## config.mk

```make
export PLATFORM = sky130hd
export DESIGN_NAME = sd_decimator
export DESIGN_NICKNAME = d
export VERILOG_FILES = /design/src/rtl/sd_decimator.sv
export SDC_FILE = /design/constraint.sdc
export NUM_CORES = 1
export LEC_CHECK = 0
export CORE_MARGIN = 2
export CORE_UTILIZATION = 60
export CTS_BUF_LIST = sky130_fd_sc_hd__clkbuf_8
export DETAILED_ROUTE_END_ITERATION = 12
export HOLD_SLACK_MARGIN = 0.05
export PLACE_DENSITY_LB_ADDON = 0.3
export RECOVER_POWER = 25
export SYNTH_ARGS = -nofsm -noshare
export SYNTH_HDL_FRONTEND = slang
export SYNTH_SLANG_ARGS = --single-unit
```

## constraint.sdc

```tcl
create_clock -name clk -period 5.62 [get_ports clk]
set_clock_uncertainty 0.2 [all_clocks]
set_input_delay 0.843 -clock clk [delete_from_list [all_inputs] [get_ports clk]]
set_output_delay 0.843 -clock clk [all_outputs]
set_load 0.005 [all_outputs]
```

## src/rtl/sd_decimator.sv

```systemverilog
// -----------------------------------------------------------------------------
// sd_decimator
//
// Purpose:
//   Converts a unipolar 1-bit sigma-delta stream into unsigned PCM samples
//   with an ORDER-stage CIC decimator. The decimation ratio is R = 2**RATE_LOG2.
//   The integrators run at the `en` rate. The combs run once per decimated
//   token, and a token moves one stage per clk. The result is presented on a
//   valid/ready port with overrun detection.
//
// Parameters:
//   ORDER      number of integrator / comb stages (1..4)
//   RATE_LOG2  log2 of the decimation ratio (>= 3)
//   W          datapath / output width, fixed at ORDER*RATE_LOG2+1
//
// Ports:
//   clk        system clock, rising edge
//   rst        asynchronous active-low reset
//   en         sigma-delta sample enable; `in` is used only when en is high
//   in         sigma-delta bit (1 -> +1, 0 -> 0)
//   out_data   decimated sample, 0..R**ORDER
//   out_valid  out_data holds an unconsumed sample
//   out_ready  consumer accepts out_data when out_valid is also high
//   overrun    one-cycle pulse when an unconsumed sample is overwritten
// -----------------------------------------------------------------------------
module sd_decimator #(
  parameter  int ORDER     = 3,
  parameter  int RATE_LOG2 = 5,
  localparam int W         = ORDER * RATE_LOG2 + 1
) (
  input  logic         clk,
  input  logic         rst,
  input  logic         en,
  input  logic         in,
  output logic [W-1:0] out_data,
  output logic         out_valid,
  input  logic         out_ready,
  output logic         overrun
);

  // The prime counter stops here. Tokens that exit before it gets here are
  // start-up transients and are not loaded into the output register.
  localparam logic [2:0] PRIME_LAST = 3'(ORDER + 1);

  // ---------------------------------------------------------------------------
  // Integrator cascade
  // ---------------------------------------------------------------------------
  logic [W-1:0]         r_integ    [ORDER];
  logic [W-1:0]         w_integ_in [ORDER];
  logic [RATE_LOG2-1:0] r_phase;
  logic                 w_tick;

  // Stage 0 accumulates the input bit. Every later stage accumulates the
  // registered (pre-update) value of the stage before it.
  for (genvar gi = 0; gi < ORDER; gi++) begin : g_integ_in
    if (gi == 0) begin : g_first
      assign w_integ_in[gi] = {{(W-1){1'b0}}, in};
    end else begin : g_rest
      assign w_integ_in[gi] = r_integ[gi-1];
    end
  end

  // Modulo-2^W wrap is intended. The comb differences cancel it exactly
  // because the true output never exceeds R**ORDER < 2**W.
  always_ff @(posedge clk or negedge rst) begin
    if (!rst) begin
      for (int k = 0; k < ORDER; k++) begin
        r_integ[k] <= '0;
      end
    end else if (en) begin
      for (int k = 0; k < ORDER; k++) begin
        r_integ[k] <= r_integ[k] + w_integ_in[k];
      end
    end
  end

  // The phase counter wraps R-1 -> 0 naturally at RATE_LOG2 bits.
  always_ff @(posedge clk or negedge rst) begin
    if (!rst) begin
      r_phase <= '0;
    end else if (en) begin
      r_phase <= r_phase + 1'b1;
    end
  end

  assign w_tick = en & (&r_phase);

  // ---------------------------------------------------------------------------
  // Comb input register: captures the last integrator before it updates.
  // ---------------------------------------------------------------------------
  logic [W-1:0] r_comb_in;
  logic         r_comb_in_tok;

  always_ff @(posedge clk or negedge rst) begin
    if (!rst) begin
      r_comb_in     <= '0;
      r_comb_in_tok <= 1'b0;
    end else begin
      r_comb_in_tok <= w_tick;
      if (w_tick) begin
        r_comb_in <= r_integ[ORDER-1];
      end
    end
  end

  // ---------------------------------------------------------------------------
  // Comb pipeline: one token advances one stage per clk, regardless of en.
  // ---------------------------------------------------------------------------
  logic [W-1:0]     r_comb_dat  [ORDER];
  logic [W-1:0]     r_comb_prev [ORDER];
  logic [ORDER-1:0] r_comb_tok;
  logic [W-1:0]     w_comb_x    [ORDER];
  logic [ORDER-1:0] w_comb_v;

  for (genvar gi = 0; gi < ORDER; gi++) begin : g_comb_in
    if (gi == 0) begin : g_first
      assign w_comb_x[gi] = r_comb_in;
      assign w_comb_v[gi] = r_comb_in_tok;
    end else begin : g_rest
      assign w_comb_x[gi] = r_comb_dat[gi-1];
      assign w_comb_v[gi] = r_comb_tok[gi-1];
    end
  end

  // x_prev moves only with a token, so each comb differences consecutive
  // decimated samples. Idle cycles in between do not disturb it.
  always_ff @(posedge clk or negedge rst) begin
    if (!rst) begin
      r_comb_tok <= '0;
      for (int k = 0; k < ORDER; k++) begin
        r_comb_dat[k]  <= '0;
        r_comb_prev[k] <= '0;
      end
    end else begin
      r_comb_tok <= w_comb_v;
      for (int k = 0; k < ORDER; k++) begin
        if (w_comb_v[k]) begin
          r_comb_dat[k]  <= w_comb_x[k] - r_comb_prev[k];
          r_comb_prev[k] <= w_comb_x[k];
        end
      end
    end
  end

  // ---------------------------------------------------------------------------
  // Priming and output register
  // ---------------------------------------------------------------------------
  logic [2:0]   r_prime;
  logic         w_exit;
  logic         w_primed;
  logic         w_load;
  logic [W-1:0] r_out_data;
  logic         r_out_valid;
  logic         r_overrun;

  assign w_exit   = r_comb_tok[ORDER-1];
  assign w_primed = (r_prime == PRIME_LAST);
  assign w_load   = w_exit & w_primed;

  always_ff @(posedge clk or negedge rst) begin
    if (!rst) begin
      r_prime <= '0;
    end else if (w_exit && !w_primed) begin
      r_prime <= r_prime + 3'd1;
    end
  end

  // A load takes precedence over a handshake in the same cycle. The new
  // sample stays valid, and the consumed one does not count as overwritten.
  always_ff @(posedge clk or negedge rst) begin
    if (!rst) begin
      r_out_data  <= '0;
      r_out_valid <= 1'b0;
      r_overrun   <= 1'b0;
    end else begin
      r_overrun <= w_load & r_out_valid & ~out_ready;
      if (w_load) begin
        r_out_data  <= r_comb_dat[ORDER-1];
        r_out_valid <= 1'b1;
      end else if (r_out_valid && out_ready) begin
        r_out_valid <= 1'b0;
      end
    end
  end

  assign out_data  = r_out_data;
  assign out_valid = r_out_valid;
  assign overrun   = r_overrun;

endmodule

```

# [Word level (Yosys, flattened, before mapping)]
# Index checks and enable logic that the tools add are counted.
[classes] add_sub_neg=8 eq_ne=1 muxes=2 bitwise=5 n_reduce_logical=5
[ops] op="$sub 16x16->16" count=3
[ops] op="$add 16x16->16" count=2
[ops] op="$add 16x1->16" count=1
[ops] op="$add 5x1->5 const B" count=1
[ops] op="$reduce_and 5->1" count=1
[ops] op="$and 1x1->1" count=4
[ops] op="$add 3x1->3 const B" count=1
[ops] op="$eq 3x3->1 const B" count=1
[ops] op="$logic_and 1x1->1" count=2
[ops] op="$mux 1" count=2
[ops] op="$reduce_bool 2->1" count=1
[ops] op="$logic_not 1->1" count=1
[ops] op="$not 1->1" count=1
[word_totals] ff_bits=190 inputBits=5 out_inout_bits=18 wordCells=38

# [Logic depth before layout (Yosys ltp)]
# Gate-level depths: netlist of run 1.
[logic_depth] ltp_word=4 depth_mapped=10 depth_no_buf=10

# [Least setup slack after synthesis of run 1]
# No wires, ideal clock.
[synth_path] path_type="register to register" start="reg r_integ[16] in the netlist's numbering" end="reg r_integ[30] in the netlist's numbering" setup_ns=0.125 arrival_time_ns=2.274 t_required_ns=5.295 setup_slack_ns=3.021 stages_incl_launch_ff=10 path_buffers=0 synth_period_minus_slack_ns=2.599 cell_sequence="dfrtp_1 > ha_1 > fa_1 > a211oi_1 > o21bai_1 > a21oi_1 > o31ai_1 > a31oi_1 > xnor2_1 > mux2_2"
[synth_between] elab_chain_len=1
[synth_lines] item="start, declared" line_no="48" source="logic [W-1:0] r_integ [ORDER];"
[synth_lines] item="start signal, assigned by index" line_no="72" source="r_integ[k] <= r_integ[k] + w_integ_in[k];"
[synth_lines] item="$add 16x16->16" line_no="72"
# Every way passes these cells.
# A chain may end at the register's enable or synchronous reset.

==> summary.md, run 1 <==
| Metric | Value |
|---|---|
| Vias in the first global route | just over 7000 |
| DR pass1 iterations | 5 |
| Max Root-Sink Buffers | 2 |
| Mux contribution to synthesized area | 9.53% |
| H-tree levels | 4 |
| Worst hold slack | approximately 0.28 ns |
| Worst setup EP type | asynchronous set/reset pin |
| Run status | finished with violations |
| CP Max Fanout | 121 |
| Number of hold buffers added after CTS | 0 |
| First-pass GRT wire length | about 34 mm |
| Post-Synth XOR/XNOR Area | under 10% |
| Pin count of the biggest net entering global routing | between 100 and 150 |
| Synth warn | 0 |
| Crit path max-delay family | buffers and inverters |
| Diodes inserted | 0 |
| Cells along the critical path | clkbuf_2 |
| Leakage | roughly 0.0056 uW |
| Via density per instance | between 5 and 6 |
| Clk_lat worst skew | 0.47 ns |
| Critical Path AT | around 3 ns |
| Filler cell count | between 1000 and 1500 |
| Final hold violations | 0 |
| IR drop worst, VDD | between 0.3 and 0.4 mV |
| Gr usage total | approximately 22% |
| Seq/Total Area, Yosys | between 40 and 50% |
| Net Sw Frac | ~41% |
| Fmax | approximately 300 MHz |
| Site Rows | 48 |
| Post-CTS resize count | 0 |
| Sequential Area | around 0.0048 mm2 |
| CTS tree | built |
| Via count | around 7500 |
| Total Wirelength | a little under 20 mm |
| I/O Buffers | 22 |
| Clk slew on worst S/H paths | approximately 0.090 ns |
| Max cap viols | 4 |
| Die Ht | between 100 and 150 um |
| Failing checks | max-capacitance violations, max-slew violations |
| Largest family of logic cells by synthesized area | compound AO/OA/AOI/OAI gates |
| Net switching power | around 2600 uW |
| Initial antenna violation count | 0 |
| Layout cells sized above 1 | about an eighth |
| Number of DRC markers in iteration 0 | around 390 |
| Required time of the critical path | 5.35 ns |
| Synth Flop Type | dfrtp_1 |
| Crit path largest cell delay | ~2.0 ns |
| Power share of the clock group | between 10 and 15% |
| Initial Util | about 60% |
| Setup TNS | 0 ns |
| Unrepaired setup endpoints after global routing | no |
| Rel. slew slack | -99.5% |
| Antenna-violating nets left | 0 |
| Pint | between 3000 and 4000 uW |
| Worst Max-Slew Pin Slew | 2.99 ns |
| Area grow syn2layout | 7.49% |
| Num CTS Buffers | 17 |
| CP bufs+invs | 1 |
| Utilization after layout | about two thirds |
| Nets | around 1200 |
| Total gr overflow | 0 |
| Mean routed wirelength per cell | around 15 um |
| Clk sink count | 190 |
| Synth Area in Simple Gates | about an eighth |
| Worst path slowest cell | clkbuf_2 |
| Synth Area in Adders | 10.4% |
| Share of the synthesized area in the top cell type | roughly 44% |
| Die area | roughly 0.019 mm2 |
| Finish-stage setup viols | 0 |
| Cell area after synthesis | around 0.011 mm2 |
| Register bit total from synthesis | between 150 and 200 |
| Area used by multi-input combinational logic | between 0.005 and 0.006 mm2 |
| Mapped Cells | roughly 1000 |
| Main area contributors after synthesis | dfrtp_1, ha_1, mux2_2 |
| Synth unique cells | 56 |
| Max-slew violations | ~280 |
| Post-Syn Nets | 1138 |
| Ys async rst share | 100% |
| Syn_area_per_cell | ~10 um2 |
| Root buffer cell | clkbuf_8 |
| Post-synth top area cell | dfrtp_1 |
| Final Wtd Congestion | between 0.9 and 1 |
| Logic pwr share | roughly 54% |
| Worst Setup Start Kind | primary input |
| Post-DP HPWL | ~14 mm |
| Final worst path period share | between 50% and 60% |
| Worst Setup Path Type | in -> async |
| Post CTS Setup Buffer Count | 0 |
| Die width | between 100 and 150 um |
| Core area | 0.0174 mm2 |
| Compound-cell area share of the yosys netlist | 14.6% |
| Post-synth EDFFs | 0 |
| Pwr dens | around 550 mW/mm2 |
| # IOs | 23 |
| Post-layout min period | 3.28 ns |
| DR DRC count | 0 |
| Worst hold path class | reg -> reg |
| Seq pwr share | a little under a third |
==> stage by stage <==
stage,area (um2),setup slack [ns],total power (uW),instances
2_1_floorplan,10700,3.02,4700,1047
3_3_place_gp,11100,2.75,5340,1265
3_5_place_dp,11100,2.68,5440,1265
4_1_cts,11500,2.65,6390,1296
5_1_grt,11500,1.68,6910,1296
6_report,11500,2.34,6370,1296
==> logic make-up (layout without fill, tap and decap cells) <==
group                      Yosys count  in the layout
and+or+nand+nor                    260            260
AOI/OAI and AO/OA                  248            248
DFF                                190            190
buffers and inverters              103            127
muxes                               91             91
adders and majority gates           86             86
xor gates and xnor gates            69             69
==> power by group through the flow <==
stage | clock network [uW] | logic, uW | registers, uW
2_1_floorplan | 0 | 2780 | 1920
3_5_place_dp | 0 | 3410 | 2040
4_1_cts | 947 | 3430 | 2010
3_3_place_gp | 0 | 3330 | 2020
5_1_grt | 996 | 3860 | 2060
6_report | 925 | 3440 | 2010
==> final cells by class <==
| type | instances | share of cell area (%) |
|---|---|---|
| Clock buffer | 20 | 2.39 |
| Timing Repair Buffer | 28 | 2.12 |
| Tap cell | 225 | 2.45 |
| Clock inverter | 11 | 1.14 |
| Multi-Input combinational cell | 754 | 48.3 |
| Inverter | 68 | 2.22 |
| Sequential cell | 190 | 41.3 |
==> path summary, 6_finish.rpt <==
path / end / slack (ns) / startpoint / cells past startpoint
setup reg to reg: r_comb_dat[14] / 2.66 / r_comb_tok[1] / 4
hold / removal: r_phase[3] / 0.28 / r_phase[3] / 1
hold reg to reg: r_phase[3] / 0.28 / r_phase[3] / 1
max in group clk: r_comb_dat[14] / 2.66 / r_comb_tok[1] / 4
min in group asynchronous: r_comb_prev[28] / 1.08 / rst / 1
setup / recovery: r_integ[21] / 2.34 / rst / 1
==> synthesized netlist by cell type (3+ instances only) <==
| cell | instances |
|---|---|
| a211oi_1 | 10 |
| a21boi_0 | 5 |
| a21o_1 | 36 |
| a21oi_1 | 49 |
| a31o_2 | 4 |
| a31oi_1 | 9 |
| and3_1 | 7 |
| and3b_1 | 3 |
| buf_1 | 4 |
| clkbuf_1 | 31 |
| dfrtp_1 | 190 |
| fa_1 | 5 |
| ha_1 | 81 |
| inv_1 | 67 |
| mux2_2 | 87 |
| mux2i_1 | 4 |
| nand2_1 | 88 |
| nand2b_1 | 11 |
| nand3_1 | 17 |
| nand3b_1 | 5 |
| nand4_1 | 24 |
| nor2_1 | 58 |
| nor2b_1 | 13 |
| nor3_1 | 14 |
| o211ai_1 | 9 |
| o21a_1 | 8 |
| o21ai_0 | 84 |
| o21bai_1 | 6 |
| o31ai_1 | 6 |
| o41ai_1 | 3 |
| or3_1 | 7 |
| xnor2_1 | 39 |
| xor2_1 | 30 |
==> flip-flops by register name (all words and copies together), names as in the netlist <==
signal	flops
out_valid	1
r_comb_tok	3
r_comb_in_tok	1
r_comb_dat	48
out_data	16
r_integ	48
overrun	1
r_prime	3
r_comb_prev	48
r_comb_in	16
r_phase	5
==> cell usage in the layout, fill, tap and decap left out, types with 3 or more instances in the layout <==
cell and count:
inv_1 68, nand2b_1 11, and3b_1 3, a211oi_1 10, o41ai_1 3, o31ai_1 6
nand4_1 24, nand3b_1 5, buf_4 3, o21a_1 8, fa_1 5, o21bai_1 6
dfrtp_1 190, a21oi_1 49, nor3_1 14, a21o_1 36, and3_1 7, clkdlybuf4s50_1 20
nand2_1 88, xor2_1 30, a31o_2 4, nand3_1 17, nor2_1 58, ha_1 81
a21boi_0 5, clkbuf_1 3, mux2_2 87, nor2b_1 13, inv_6 4, o21ai_0 84
or3_1 7, a31oi_1 9, mux2i_1 4, o211ai_1 9, clkbuf_8 20, xnor2_1 39
==> routing by layer <==
metal	vias to the layer above	GRT usage, %	wire, um
met1	3605	28.6	8990
met3	22	4.08	505
li1	3751	-	-
met4	0	5.90	216
met2	104	39.2	10100
met5	-	0	0
Note: power is estimated with default switching activity, not from simulation.
==> inputs of run 2 (changes only) <==
==> constraint.sdc (replaced) <==
create_clock -name clk -period 3.2 [get_ports clk]
set_clock_uncertainty 0.2 [all_clocks]
set_input_delay 0.48 -clock clk [delete_from_list [all_inputs] [get_ports clk]]
set_output_delay 0.48 -clock clk [all_outputs]
set_load 0.005 [all_outputs]
==> run 2 against run 1 <==
The run still ends with max-capacitance violations, max-slew violations left. Wire length up 0.24%. Utilization up 0.33 points. Design area up 0.50%. Non-clock buffer count up 7. Via count about the same.
==> summary.md, run 2 (synthesized netlist as in run 1, its figures left out) <==
| Metric | Value |
|---|---|
| Die area | about 0.019 mm2 |
| Most common cell after layout, fill and taps aside | dfrtp_1 |
| Crit path max-delay family | compound AO/OA/AOI/OAI gates |
| Worst hold path class | reg -> reg |
| Worst hold slack | approximately 0.27 ns |
| Hold endpoint | r_phase[3] |
| Max-slew violations | 85 |
| Site Rows | 48 |
| Max Root-Sink Buffers | 2 |
| Worst Setup Path Type | reg -> reg |
| Mean routed wirelength per cell | 15.2 um |
| Finish-stage setup viols | 0 |
| Gr usage total | between 20% and 30% |
| Worst R2R Path Depth | 10 |
| Unrepaired setup endpoints after global routing | no |
| Largest regs | r_comb_dat (48), r_comb_prev (48), r_integ (48) |
| Post-layout min period | 2.92 ns |
| Reg2reg end | r_comb_dat[42] |
| Diodes inserted | 0 |
| Vias in the first global route | just over 7000 |
| CTS tree | built |
| Final hold violations | 0 |
| Antenna-violating nets left | 0 |
| Final Wtd Congestion | approximately 0.86 |
| IR drop worst, VDD | just under 0.7 mV |
| Initial Util | a little over 60% |
| Via count | ~7500 |
| Fmax | between 300 and 400 MHz |
| Setup TNS | 0 ns |
| Worst path slowest cell | fa_1 |
| Cells along the critical path | inv_1, ha_1, fa_1, nand2b_1, a21boi_0, o21ai_0, a31o_2, o21bai_1, xor2_1, mux2_2 |
| Worst Setup Start Kind | register |
| CP Max Fanout | 3 |
| Layout cells sized above 1 | 12.5% |
| Final worst path period share | a little over 90% |
| Area grow syn2layout | 8.02% |
| Worst setup EP type | register |
| Pre-CTS WS | slightly above 0.3 ns |
| Hold path start | r_phase[3] |
| Leakage | roughly 0.0056 uW |
| Pwr dens | ~970 mW/mm2 |
| Most frequent cells in the layout | dfrtp_1, nand2_1, mux2_2 |
| Die Ht | ~140 um |
| Clk_lat worst skew | about 0.48 ns |
| Max cap viols | 1 |
| Worst Max-Slew Pin Slew | 2.14 ns |
| Finished Layout Cells | between 1000 and 1500 |
| Rel. slew slack | -42.7% |
| Run status | finished with violations |
| First-pass GRT wire length | around 33 mm |
| Setup ws final | between 0.2 and 0.3 ns |
| Root buffer cell | clkbuf_8 |
| Failing checks | max-capacitance violations, max-slew violations |
| CP bufs+invs | 1 |
| Total gr overflow | 0 |
| Required time of the critical path | ~3.4 ns |
| Number of DRC markers in iteration 0 | approximately 340 |
| Total Wirelength | 19.9 mm |
| Nets | 1157 |
| Num CTS Buffers | 17 |
| Via density per instance | about 5.7 |
| Core area | 0.0174 mm2 |
| Utilization after layout | between 60% and 70% |
| Clk slew on worst S/H paths | 0.09 ns |
| H-tree levels | 4 |
| Clk sink count | 190 |
| I/O Buffers | 22 |
| Filler cell count | between 1000 and 1500 |
| Initial antenna violation count | 0 |
| # IOs | 23 |
| Post-DP HPWL | approximately 15 mm |
| Critical Path AT | between 3 and 4 ns |
| Placed Instances | about 1300 |
| DR DRC count | 0 |
| Crit path largest cell delay | roughly 0.41 ns |
| Pin count of the biggest net entering global routing | 86 |
| Worst Hold Depth | 1 |
| Flop2flop setup slack | ~0.28 ns |
| Die width | approximately 140 um |
| R2r startpoint | r_comb_in[0] |
| DR pass1 iterations | 7 |
run 2: worst max path at each step:
stage                      start              to  slack (ns)  cells past startpoint
floorplan            r_integ[16]     r_integ[30]        0.60                      9
global placement    r_comb_in[0]  r_comb_dat[42]        0.41                     10
detailed placement  r_comb_in[0]  r_comb_dat[42]        0.31                     10
CTS                 r_comb_in[0]  r_comb_dat[42]        0.30                     10
global route                 rst     r_integ[42]        0.08                      3
finish              r_comb_in[0]  r_comb_dat[42]        0.28                     10
run 2: layout make-up:
cell class | count | area [um2] | share of cell area (%)
timing repair buffer | 35 | 314 | 2.72
multi-input combinational | 754 | 5560 | 48.1
sequential | 190 | 4750 | 41.1
clock buffer | 18 | 248 | 2.14
clock inverter | 14 | 146 | 1.27
inverter | 68 | 255 | 2.21
tap | 225 | 282 | 2.44
run 2: metrics by stage:
stage,area [um2],power [uW]
2_1_floorplan,10700,8260
3_3_place_gp,11200,9390
3_5_place_dp,11200,9600
4_1_cts,11600,11200
5_1_grt,11600,12100
6_report,11600,11200
run 2: repair_timing:
item	in CTS	in global routing
setup buffers	0	0
endpoints found under the hold margin	81	0
hold buffers	1	0
gates resized for setup	0	0
run 2: metal layers:
metal / global-route usage, % / vias to the layer above / routed length [um]
met3: 4.38 / 34 / 538
met1: 27.5 / 3579 / 8920
met5: 0 / - / 0
met4: 6.19 / 0 / 386
met2: 39.2 / 125 / 10000
li1: - / 3738 / -
run 2: power by group:
| part | internal [uW] | switching, uW |
|---|---|---|
| Combinational | 2840 | 3250 |
| Clock | 715 | 872 |
| Sequential | 3000 | 517 |
==> edit (settings of run 2) <==
Make the reset (`rst`) synchronous in 6 clocked blocks. Comments in the files are not updated.
--- a/src/rtl/sd_decimator.sv
+++ b/src/rtl/sd_decimator.sv
@@ -63,5 +63,5 @@
   // Modulo-2^W wrap is intended. The comb differences cancel it exactly
   // because the true output never exceeds R**ORDER < 2**W.
-  always_ff @(posedge clk or negedge rst) begin
+  always_ff @(posedge clk) begin
     if (!rst) begin
       for (int k = 0; k < ORDER; k++) begin
@@ -76,5 +76,5 @@
 
   // The phase counter wraps R-1 -> 0 naturally at RATE_LOG2 bits.
-  always_ff @(posedge clk or negedge rst) begin
+  always_ff @(posedge clk) begin
     if (!rst) begin
       r_phase <= '0;
@@ -92,5 +92,5 @@
   logic         r_comb_in_tok;
 
-  always_ff @(posedge clk or negedge rst) begin
+  always_ff @(posedge clk) begin
     if (!rst) begin
       r_comb_in     <= '0;
@@ -125,5 +125,5 @@
   // x_prev moves only with a token, so each comb differences consecutive
   // decimated samples. Idle cycles in between do not disturb it.
-  always_ff @(posedge clk or negedge rst) begin
+  always_ff @(posedge clk) begin
     if (!rst) begin
       r_comb_tok <= '0;
@@ -158,5 +158,5 @@
   assign w_load   = w_exit & w_primed;
 
-  always_ff @(posedge clk or negedge rst) begin
+  always_ff @(posedge clk) begin
     if (!rst) begin
       r_prime <= '0;
@@ -168,5 +168,5 @@
   // A load takes precedence over a handshake in the same cycle. The new
   // sample stays valid, and the consumed one does not count as overwritten.
-  always_ff @(posedge clk or negedge rst) begin
+  always_ff @(posedge clk) begin
     if (!rst) begin
       r_out_data  <= '0;
Function: no difference found for any inputs over 10 cycles, from zero or initial values and one cycle with rst low; that may be too few to reach the edited logic, so the function may still have changed.
==> edit against run 2 <==
- die area hardly changed
- the run still ends with capacitance limit, slew limit left
- area after synthesis hardly changed
- final area is 0.30% higher
- sequential cell count stayed put
- worst hold slack worse by 0.014 ns
- wire length is 0.71% higher
- setup slack better by 0.033 ns
- via count is 2.0% higher
Power is not compared: it rests on default switching activity, and its combinational part moved more than twofold at a synthesized area within 25%.
==> edit: results (changes against run 2) <==
* Number of global-route vias before repair: 7,223 (+0.54%)
- The post-synthesis compound-gate area fraction was 14.4% (-0.20 points).
- The count of non-CTS inverters in the layout is 64 (-5.9%).
- The die boundary width is 138 um (about the same).
- Max-cap viol count: 2 (+1)
* Worst path arrival time: 2.89 ns (-0.18 ns)
* Final-report max-slew violation count: 76 (-11%)
- The number of vias per cell after detailed routing was 5.79 (+0.97%).
* Minimum setup slack among reg-to-reg paths: 0.31 ns (+0.03 ns)
- The biggest cell delay along the critical path is 0.50 ns (+0.09 ns).
* Parity-gate share of the synthesized area counting xor and xnor cells: 4.34% (-1.3 points)
- The checks that failed: capacitance limit, slew limit.
- Critical path fanouts, max: 4 (+1)
- Global routing met2 resource utilization: 36.7% (-2.5 points)
- Terminating pin of the worst hold path: out_data[7]
* EDFF count, synth: 144 (+144)
- The number of DRC violations after detailed-routing iteration 0 came to 427 (+25%).
* Hold Path Cell Cnt: 2 (+1)
* Top cells by count, synth: edfxtp_1, nand2_1, a21oi_1
- Worst Reg2Reg Path Length in Cells: 8 (-2)
- Routed wl met2: 9430 um (-5.8%)
* Share of cell area taken by muxes after synthesis: 0.374% (-9.2 points)
- The non-clock buffering overhead in the final layout was 2.68% (-0.041 points).
- Reg2reg start: r_integ[0][32]
* Total wire length: 20,000 um (+0.71%)
- The met1 track demand over resource in global routing came to 30.3% (+2.8 points).
- Area occupied by registers: 5250 um^2 (+10%)
- In this run the most critical hold path is launched from out_data[7].
* Fillers: 1,340 (-2.8%)
- All-layer global routing usage: 22.3% (+0.19 points)
- Pre-antenna DRT Iters: 5 (-2)
* Multi-input gate area: 5080 um^2 (-8.5%)
- Cell at the slowest stage of the critical path: a2111oi_2
* Status: finished with violations
* Sum of net half-perimeters after detailed placement: 14,200 um (-2.8%)
- The share of layout cells above drive strength 1 came to 5.04% (-7.5 points).
- Routed length on met1: 9580 um (+7.4%)
- Ranked by total cell area, the synthesized netlist is headed by edfxtp_1, ha_1, dfxtp_1.
* Met3 track demand over resource in global routing: 4.53% (+0.15 points)
- The synthesized area per cell was 10.1 um^2 (-0.86%).
- Number of distinct library cells after synthesis: 62 (+11%)
- Sum of met3 wire segment lengths after detailed routing: 731 um (+36%)
* Filler-free cell count of the finished design: 1,317 (+1.0%)
## edit: cell types whose count changed in the layout (fill, tap and decap cells not counted), moves of 45 or more
cell             run 2  this run
dfrtp_1            190         0
edfxtp_1             0       144
dfxtp_1              0        46
and2_1               2        47
mux2_2              87         0
a21oi_1             49        95
## edit: through the flow
step                setup WS (ns)  hold WS [ns]  total power [W]  utilization (%)
floorplan                   0.395         0.236          0.00341                -
global placement            0.424         0.241          0.00354             64.4
detailed placement          0.377         0.250          0.00356             64.4
CTS                         0.370         0.261          0.00524             66.9
global route                0.156         0.276          0.00542             66.8
finish                      0.311         0.258          0.00521             66.8
## edit: power by group through the flow
stage               combinational (W)  clock, W  sequential (W)
floorplan                    0.000557         0         0.00286
global placement             0.000659         0         0.00288
detailed placement           0.000675         0         0.00289
CTS                          0.000683   0.00173         0.00283
global route                 0.000776   0.00180         0.00284
finish                       0.000684   0.00170         0.00283
